File: src/rtl/dff_pkg.sv
// Shared definitions for the dff_shift_reg register bank: mode encoding
// and the next-state function that drives every bit flip-flop.
package dff_pkg;

  localparam logic [2:0] MODE_HOLD  = 3'b000;
  localparam logic [2:0] MODE_LOAD  = 3'b001;
  localparam logic [2:0] MODE_SHL   = 3'b010;
  localparam logic [2:0] MODE_SHR   = 3'b011;
  localparam logic [2:0] MODE_ROL   = 3'b100;
  localparam logic [2:0] MODE_ROR   = 3'b101;
  localparam logic [2:0] MODE_CLEAR = 3'b110;
  localparam logic [2:0] MODE_RSVD  = 3'b111;

  // Widest register the bank supports; narrower banks zero-extend into this.
  localparam int MAX_W = 32;

  typedef logic [MAX_W-1:0] word_t;

  // True for the four modes that move data and advance the shift counter.
  function automatic logic is_shift(input logic [2:0] mode);
    return (mode == MODE_SHL) || (mode == MODE_SHR) ||
           (mode == MODE_ROL) || (mode == MODE_ROR);
  endfunction

  // Next register value for a bank of 'width' bits held in the low bits of
  // a word. Bits at and above 'width' are always returned as zero.
  function automatic word_t next_q(input logic [2:0] mode,
                                   input word_t      q,
                                   input word_t      d,
                                   input logic       sin_l,
                                   input logic       sin_r,
                                   input int         width);
    word_t mask;
    word_t top;
    word_t r;
    mask = (width >= MAX_W) ? '1 : ((word_t'(1) << width) - word_t'(1));
    top  = word_t'(1) << (width - 1);
    case (mode)
      MODE_LOAD:  r = d;
      MODE_SHL:   r = (q << 1) | word_t'(sin_r);
      MODE_SHR:   r = (q >> 1) | (sin_l ? top : '0);
      MODE_ROL:   r = (q << 1) | word_t'(((q & top) != '0) ? 1'b1 : 1'b0);
      MODE_ROR:   r = (q >> 1) | (q[0] ? top : '0);
      MODE_CLEAR: r = '0;
      default:    r = q;
    endcase
    return r & mask;
  endfunction

endpackage

File: src/rtl/dff_bit_r.sv
// Single-bit D flip-flop with asynchronous active-low reset to a
// per-instance reset value.
module dff_bit_r (
  input  logic clk,
  input  logic rst_n,
  input  logic i_d,
  input  logic i_rst_val,
  output logic o_q
);

  logic r_q;

  // Capture d on each rising edge; reset loads the supplied reset value.
  always_ff @(posedge clk or negedge rst_n) begin
    if (!rst_n) r_q <= i_rst_val;
    else        r_q <= i_d;
  end

  assign o_q = r_q;

endmodule

File: src/rtl/dff_shift_reg.sv
// WIDTH-bit register bank built from per-bit flip-flops, with parallel
// load, shift/rotate in both directions, serial I/O at both ends and a
// saturating shift counter.
module dff_shift_reg
  import dff_pkg::*;
#(
  parameter  int               WIDTH     = 8,
  parameter  logic [WIDTH-1:0] RESET_VAL = '0,
  localparam int               CW        = $clog2(WIDTH + 1)
) (
  input  logic             clk,
  input  logic             rst_n,
  input  logic [2:0]       mode,
  input  logic [WIDTH-1:0] d,
  input  logic             sin_l,
  input  logic             sin_r,
  output logic [WIDTH-1:0] q,
  output logic             sout_l,
  output logic             sout_r,
  output logic [CW-1:0]    shift_cnt,
  output logic             done
);

  localparam logic [CW-1:0] CNT_MAX = CW'(WIDTH);

  logic [WIDTH-1:0] w_q;
  logic [WIDTH-1:0] w_next;
  word_t            w_next_full;
  logic [CW-1:0]    r_cnt;

  assign w_next_full = next_q(mode, word_t'(w_q), word_t'(d), sin_l, sin_r, WIDTH);
  assign w_next      = w_next_full[WIDTH-1:0];

  // Bits above WIDTH are always zero from next_q and are intentionally dropped.
  if (WIDTH < MAX_W) begin : g_hi
    logic w_unused_hi;
    assign w_unused_hi = ^w_next_full[MAX_W-1:WIDTH];
  end

  for (genvar i = 0; i < WIDTH; i++) begin : g_bit
    dff_bit_r u_bit (
      .clk       (clk),
      .rst_n     (rst_n),
      .i_d       (w_next[i]),
      .i_rst_val (RESET_VAL[i]),
      .o_q       (w_q[i])
    );
  end

  // Count shifts/rotates since the last LOAD/CLEAR/reset, saturating at WIDTH.
  always_ff @(posedge clk or negedge rst_n) begin
    if (!rst_n) begin
      r_cnt <= '0;
    end else if ((mode == MODE_LOAD) || (mode == MODE_CLEAR)) begin
      r_cnt <= '0;
    end else if (is_shift(mode) && (r_cnt != CNT_MAX)) begin
      r_cnt <= r_cnt + CW'(1);
    end
  end

  assign q         = w_q;
  assign sout_l    = w_q[WIDTH-1];
  assign sout_r    = w_q[0];
  assign shift_cnt = r_cnt;
  assign done      = (r_cnt == CNT_MAX);

endmodule

File: config.mk
export PLATFORM = sky130hd
export DESIGN_NAME = dff_shift_reg
export DESIGN_NICKNAME = d
export VERILOG_FILES = /design/src/rtl/dff_pkg.sv /design/src/rtl/dff_bit_r.sv /design/src/rtl/dff_shift_reg.sv
export SDC_FILE = /design/constraint.sdc
export NUM_CORES = 1
export LEC_CHECK = 0
export BUFFER_PORTS_ARGS = -buffer_cell sky130_fd_sc_hd__buf_2
export CORE_UTILIZATION = 40
export DETAILED_ROUTE_END_ITERATION = 7
export HOLD_SLACK_MARGIN = 0.05
export PLACE_DENSITY_LB_ADDON = 0.15
export SETUP_SLACK_MARGIN = 0.4
export SLEW_MARGIN = 20
export SYNTH_ARGS = -nofsm -noshare
export SYNTH_HDL_FRONTEND = slang
export SYNTH_SLANG_ARGS = --single-unit
File: constraint.sdc
create_clock -name clk -period 2.4 [get_ports clk]
set_input_delay 0.12 -clock clk [delete_from_list [all_inputs] [get_ports clk]]
set_output_delay 0.12 -clock clk [all_outputs]
set_load 0.005 [all_outputs]
==> flow_metrics.tcl, run 1 <==
set metrics [dict create \
    holdWs_ns 0.144 \
    first_pass_iters 4 \
    io_pins 30 \
    syn-cell-area_um2 962 \
    synth-edff-count 0 \
    yosysWarningCount 0 \
    htreeDepth 1 \
    cts.sinks 12 \
    r2r_start "shift_cnt[0]$_DFFE_PN0P_" \
    syn_area_per_cell_um2 8.99 \
    max-cap-violations 0 \
    worst_pin_slew_ns 0.488 \
    yosys.area.top_type "dfrtp_1" \
    r2r_setup_slack_ns 0.99 \
    setup_tns_ns 0 \
    rsz0062_at_grt "no" \
    syn2layout_area_growth_pct 12.1 \
    setup_viol_count_final 0 \
    p_per_area_nw_per_um2 669 \
    syn_inst 107 \
    fin_nets 144 \
    status "finished, final reports clean" \
    yosysTopAreaCellShare_pct 31.2 \
    ys_seq_elements 12 \
    slew_headroom_pct 67.5 \
    clock_skew_ns 0.00488 \
    tritoncts "built" \
    worstReg2RegEnd "shift_cnt[1]$_DFFE_PN0P_" \
    ir_drop_mv 0.381 \
    diodes 0 \
    drt_iter0_drc 11 \
    hold_class "primary input to register" \
    arrival_ns 1.42 \
    holdPathStages 3 \
    min_to "g_bit[7].u_bit.o_q$_DFFE_PN0P_" \
    report.power.total_uw 722 \
    yosysUniqueCellTypes 30 \
    drt_wl_total_um 1990 \
    crit_fanout 5 \
    synthFlopType "dfrtp_1" \
    post_cts_buffers 0 \
    die_h_um 51.0 \
    yosysSeqAreaShare_pct 31.2 \
    dieWidth_um 51.0 \
    wl_per_cell_um 12.9 \
    crit_type "register to output pin" \
    via_per_inst 5.41 \
    synthArstFlopShare_pct 100 \
    coreArea_um2 2230 \
    p_leak_nw 0.506 \
    gp_congestion 0.735 \
    track_usage_pct 17.1 \
    cts_buffers 3 \
    synth_common_cells "dfrtp_1, mux2i_1, nand2_1" \
    final_core_util_pct 48.3 \
    clk_path_buf_depth 2 \
    port_buffers 29 \
    r2r_cells 6 \
    grt_pass1_wl_um 3330 \
    place_area_um2 1030 \
    drtAntennaViolNets 0 \
    fmax_ghz 0.650 \
    num_rows 17 \
    insertion_delay_ns 0.27 \
    antenna_found_initial 0 \
    startpoint_type "register" \
    fin_crit_sh_pct 64.1 \
    end_kind "output pin" \
    drc 0 \
    final_max_slew_viol_count 0 \
    via_count 833 \
    design_area_um2 1080 \
    initial_utilization_pct 43.1 \
    fillers 227 \
    grt_overflow 0 \
    fin_crit_ns 1.54 \
    clk_pin_slew_ns 0.08 \
    startpoint "shift_cnt[0]$_DFFE_PN0P_" \
    ff_latch_area_um2 300 \
    synth.most_common_cell "dfrtp_1" \
    multiInputGateArea_um2 533 \
    crit_required_ns 2.28 \
    grt_start_max_net_pins 23 \
    cts.root.buffer_cell "clkbuf_4" \
    grt_pass1_vias 762 \
    dp_hpwl_um 1410 \
    die_area_um2 2610 \
    timing_hold_violations_final 0 \
    hp-start "sin_l" \
    drive_above_1_share_pct 32.5 \
    yosys-top-cells-area "dfrtp_1, mux2i_1, buf_4" \
    synth_nets 124 \
]
[metal layers]
layer / part of all wire [%] / up-vias / GRT usage (%)
li1: - / 424 / -
met1: 48 / 387 / 21.5
met2: 47 / 18 / 28.3
met3: 3.9 / 4 / 1.79
met4: 1.6 / 0 / 9.72
met5: 0 / - / 0
[cells in the final DEF, fill, tap and decap left out]
cell type,netlist,routed
nand3_1,1,1
o21ai_1,2,2
xnor2_1,2,2
xor2_1,1,1
nor2_1,6,6
nand2_1,11,11
mux2_2,2,2
a22oi_1,1,1
o31ai_1,2,2
mux4_2,1,1
inv_2,2,2
o21bai_2,1,1
maj3_2,2,2
clkbuf_4,0,3
dfrtp_1,12,12
dlygate4sd3_1,0,1
o22ai_1,6,6
a22o_1,1,1
a311oi_1,3,3
mux2i_1,11,11
o21ai_0,6,6
inv_1,3,3
clkbuf_8,0,1
a21oi_1,7,7
maj3_1,1,1
a221oi_1,3,3
nor3_1,1,1
a31oi_1,1,1
buf_2,4,29
nor2b_1,1,1
ha_1,2,2
[critical path: stages, from the launching register on]
cell and delay (ns):
dfrtp_1 0.43, inv_1 0.10, ha_1 0.17, nand2_1 0.05
nor2_1 0.22, buf_2 0.17
[stage by stage]
| step | setup slack, ns | instances |
|---|---|---|
| after floorplan | 1.07 | 107 |
| after global placement | 1.01 | 149 |
| after detailed placement | 0.991 | 149 |
| after CTS | 0.839 | 154 |
| after global routing | 0.732 | 154 |
| final | 0.863 | 154 |
[where the power goes]
group	internal [mW]	switching [mW]	leakage (nW)
sequential	0.245	0.0693	0.147
clock	0.0922	0.0692	0.0210
combinational	0.130	0.116	0.338
total	0.467	0.255	0.506
[registers in the layout, summed over array words and instances, names as in the netlist]
| signal | cells |
|---|---|
| shift_cnt | 4 |
| g_bit.u_bit.o_q | 8 |
[worst max-delay path by stage]
stage,depth (start not counted),to
after detailed placement,6,shift_cnt[1]$_DFFE_PN0P_
after CTS,5,done
after floorplan,6,shift_cnt[1]$_DFFE_PN0P_
after global routing,5,done
after global placement,5,g_bit[1].u_bit.o_q$_DFFE_PN0P_
final,5,done
[layout make-up]
type,instances,share of cell area (%)
clock buffer,4,3.36
inverter,5,1.74
multi-input combinational,75,49.4
sequential,12,27.8
timing repair buffer,30,14.4
tap,28,3.25
[what timing repair did]
item / CTS / global route
hold buffers: 1 / 0
endpoints found under the hold margin: 12 / 0
resized for setup: 0 / 0
[cell families after synthesis]
family	Yosys count	share of synthesized area (%)
buffers and inverters	20	13.4
AO/OA/AOI/OAI	33	22.2
multiplexers	14	16.1
adder cells (fa/ha/maj)	5	5.98
AND/OR/NAND/NOR	20	8.32
flip-flops	12	31.2
XOR/XNOR	3	2.73
(Power assumes the default switching activity.)
==> run 2: changes to the inputs <==
ABC_AREA = 1   (was default)
clock period = 1.5 ns   (was 2.4 ns; I/O delays follow)
==> run 2 against run 1 <==
Effect of this change: global-route usage grew 3.5 points; sequential cell count is the same; via count grew 17%; count of clock-buffer cells in the layout is the same; die area shrank 4.9%; hold slack lost 0.049 ns; critical endpoint unchanged; largest cell class unchanged.
==> flow_metrics.tcl, run 2 <==
set metrics [dict create \
    wl_met2_um 1190 \
    max-cap-violations 0 \
    die_area_um2 2480 \
    fin_crit_sh_pct 86.3 \
    synth.most_common_cell "nand2_1" \
    slew_headroom_pct 75.3 \
    layout_commonest_cell "nand2_1" \
    crit_required_ns 1.42 \
    final_core_util_pct 57.2 \
    cp.buffers_inverters 4 \
    syn-cell-area_um2 913 \
    fillers 214 \
    initial_utilization_pct 44.3 \
    crit_type "register to output pin" \
    ys_seq_elements 12 \
    via_count 976 \
    setup_tns_ns 0 \
    dp_cells 180 \
    worst_pin_slew_ns 0.371 \
    clock_skew_ns 0.00159 \
    htreeDepth 1 \
    fmax_ghz 0.773 \
    fin_crit_ns 1.29 \
    mostFrequentLayoutCells "nand2_1, buf_2, nand3_1" \
    synth_nets 151 \
    ir_drop_mv 0.605 \
    track_usage_pct 20.6 \
    setup_viol_count_final 0 \
    status "finished, final reports clean" \
    pre_cts_ws_ns 0.225 \
    wl_met3_um 85 \
    synthArstFlopShare_pct 100 \
    drc 0 \
    insertion_delay_ns 0.27 \
    arrival_ns 1.22 \
    cp_slowest_stage_delay_ns 0.41 \
    rsz0062_at_grt "yes" \
    layoutNonFillerInstCount 192 \
    slowest_stage "dfrtp_1" \
    startpoint_type "register" \
    end_kind "output pin" \
    die_h_um 49.8 \
    diodes 0 \
    crit_family "flip-flops" \
    syn2layout_area_growth_pct 29.2 \
    gp_congestion 0.793 \
    clk_pin_slew_ns 0.08 \
    grt_pass1_wl_um 3940 \
    drt_iter0_drc 19 \
    grt_start_max_net_pins 13 \
    p_per_area_nw_per_um2 980 \
    highest_layer "met4" \
    drtAntennaViolNets 0 \
    grt_overflow 0 \
    yosysWarningCount 0 \
    num_rows 16 \
    r2r_setup_slack_ns 0.24 \
    syn_area_per_cell_um2 6.82 \
    yosysTopAreaCellShare_pct 32.9 \
    fin_nets 183 \
    crit_path_frequent_cell "inv_2" \
    synth-edff-count 0 \
    yosys.area.top_type "dfrtp_1" \
    cts.sinks 12 \
    tritoncts "built" \
    cts_buffers 3 \
    dp_hpwl_um 1530 \
    yosysSeqAreaShare_pct 32.9 \
    wl_per_cell_um 12.1 \
    cts.root.buffer_cell "clkbuf_4" \
    crit_path_cell_trace "inv_2 -> ha_4 -> inv_2 -> nor2_2 -> nand2_2 -> inv_1 -> buf_2" \
    yosys-top-cells-area "dfrtp_1, nand2_1, nand3_1" \
    clk_path_buf_depth 2 \
    coreArea_um2 2060 \
    crit_fanout 3 \
    grt_pass1_vias 868 \
    dieWidth_um 49.8 \
    port_buffers 29 \
    largest_reg_flops 8 \
    drt_wl_total_um 2320 \
    drive_above_1_share_pct 38.2 \
    hold_class "primary input to register" \
    met1_length_um 1030 \
    first_pass_iters 4 \
    syn_inst 134 \
    p_leak_nw 0.662 \
    timing_hold_violations_final 0 \
    final_max_slew_viol_count 0 \
    fin_ws_ns 0.206 \
    io_pins 30 \
    via_per_inst 5.08 \
    report.power.total_mw 1.16 \
    synthFlopType "dfrtp_1" \
    synth_common_cells "nand2_1, nand3_1, dfrtp_1" \
    yosysUniqueCellTypes 21 \
    antenna_found_initial 0 \
]
[run 2: power breakdown]
| part | leakage, nW | internal, mW | total, mW | switching (mW) |
|---|---|---|---|---|
| Combinational | 0.486 | 0.206 | 0.449 | 0.243 |
| Sequential | 0.154 | 0.380 | 0.444 | 0.0642 |
| Clock | 0.0210 | 0.147 | 0.263 | 0.116 |
[run 2: final cells by class]
cell class / instances / area (µm²) / share of cell area, %
Clock buffer: 4 / 36.3 / 3.08
Tap cell: 27 / 33.8 / 2.86
Multi-Input combinational cell: 102 / 557 / 47.2
Inverter: 10 / 37.5 / 3.18
Sequential cell: 12 / 300 / 25.5
Timing Repair Buffer: 37 / 215 / 18.2
[run 2: cell families (layout without fill, tap and decap cells)]
family | Yosys count | after routing | synth area share [%]
compound gates | 6 | 6 | 5.62
xor+xnor | 1 | 1 | 0.959
fa+ha+maj | 2 | 2 | 2.74
buf+inv | 20 | 51 | 12.1
flops | 12 | 12 | 32.9
simple gates | 93 | 93 | 45.8
[run 2: worst register-to-register path, cell delays in order (launching register included)]
cell	delay (ns)
dfrtp_1	0.41
inv_2	0.08
ha_4	0.12
inv_2	0.03
nor2_2	0.08
nand2_2	0.08
buf_6	0.14
nand2_8	0.07
nand2_1	0.05
nand2_1	0.06
nand2_1	0.05
[run 2: what timing repair did]
action	in CTS	in global routing
hold buffers	1	0
gates resized for setup	8	3
pin swaps	4	4
setup buffers	5	2
gates cloned	0	0
hold endpoints to repair	12	0
endpoints found under the setup margin	5	5
[run 2: final timing paths]
check                                          startpoint  cells past startpoint                        endpoint
setup / recovery                 shift_cnt[1]$_DFFE_PN0P_                      7                            done
setup reg to reg                 shift_cnt[1]$_DFFE_PN0P_                     10        shift_cnt[3]$_DFFE_PN0P_
hold / removal                                       d[7]                      5  g_bit[7].u_bit.o_q$_DFFE_PN0P_
min in group asynchronous                           rst_n                      2  g_bit[1].u_bit.o_q$_DFFE_PN0P_
max in group asynchronous                           rst_n                      2  g_bit[5].u_bit.o_q$_DFFE_PN0P_
hold reg to reg            g_bit[2].u_bit.o_q$_DFFE_PN0P_                      2  g_bit[2].u_bit.o_q$_DFFE_PN0P_
[run 2: per-layer routing]
metal | vias up | track usage, %
met5 | - | 0
met4 | 0 | 4.29
met3 | 2 | 2.78
met2 | 21 | 34.9
met1 | 465 | 27.7
li1 | 488 | -
[run 2: through the flow]
stage	hold slack [ns]	cell area, µm²
floorplan	-0.221	926
global placement	-0.0298	1030
detailed placement	-0.0249	1030
CTS	0.0952	1140
global route	0.115	1180
finish	0.0946	1180
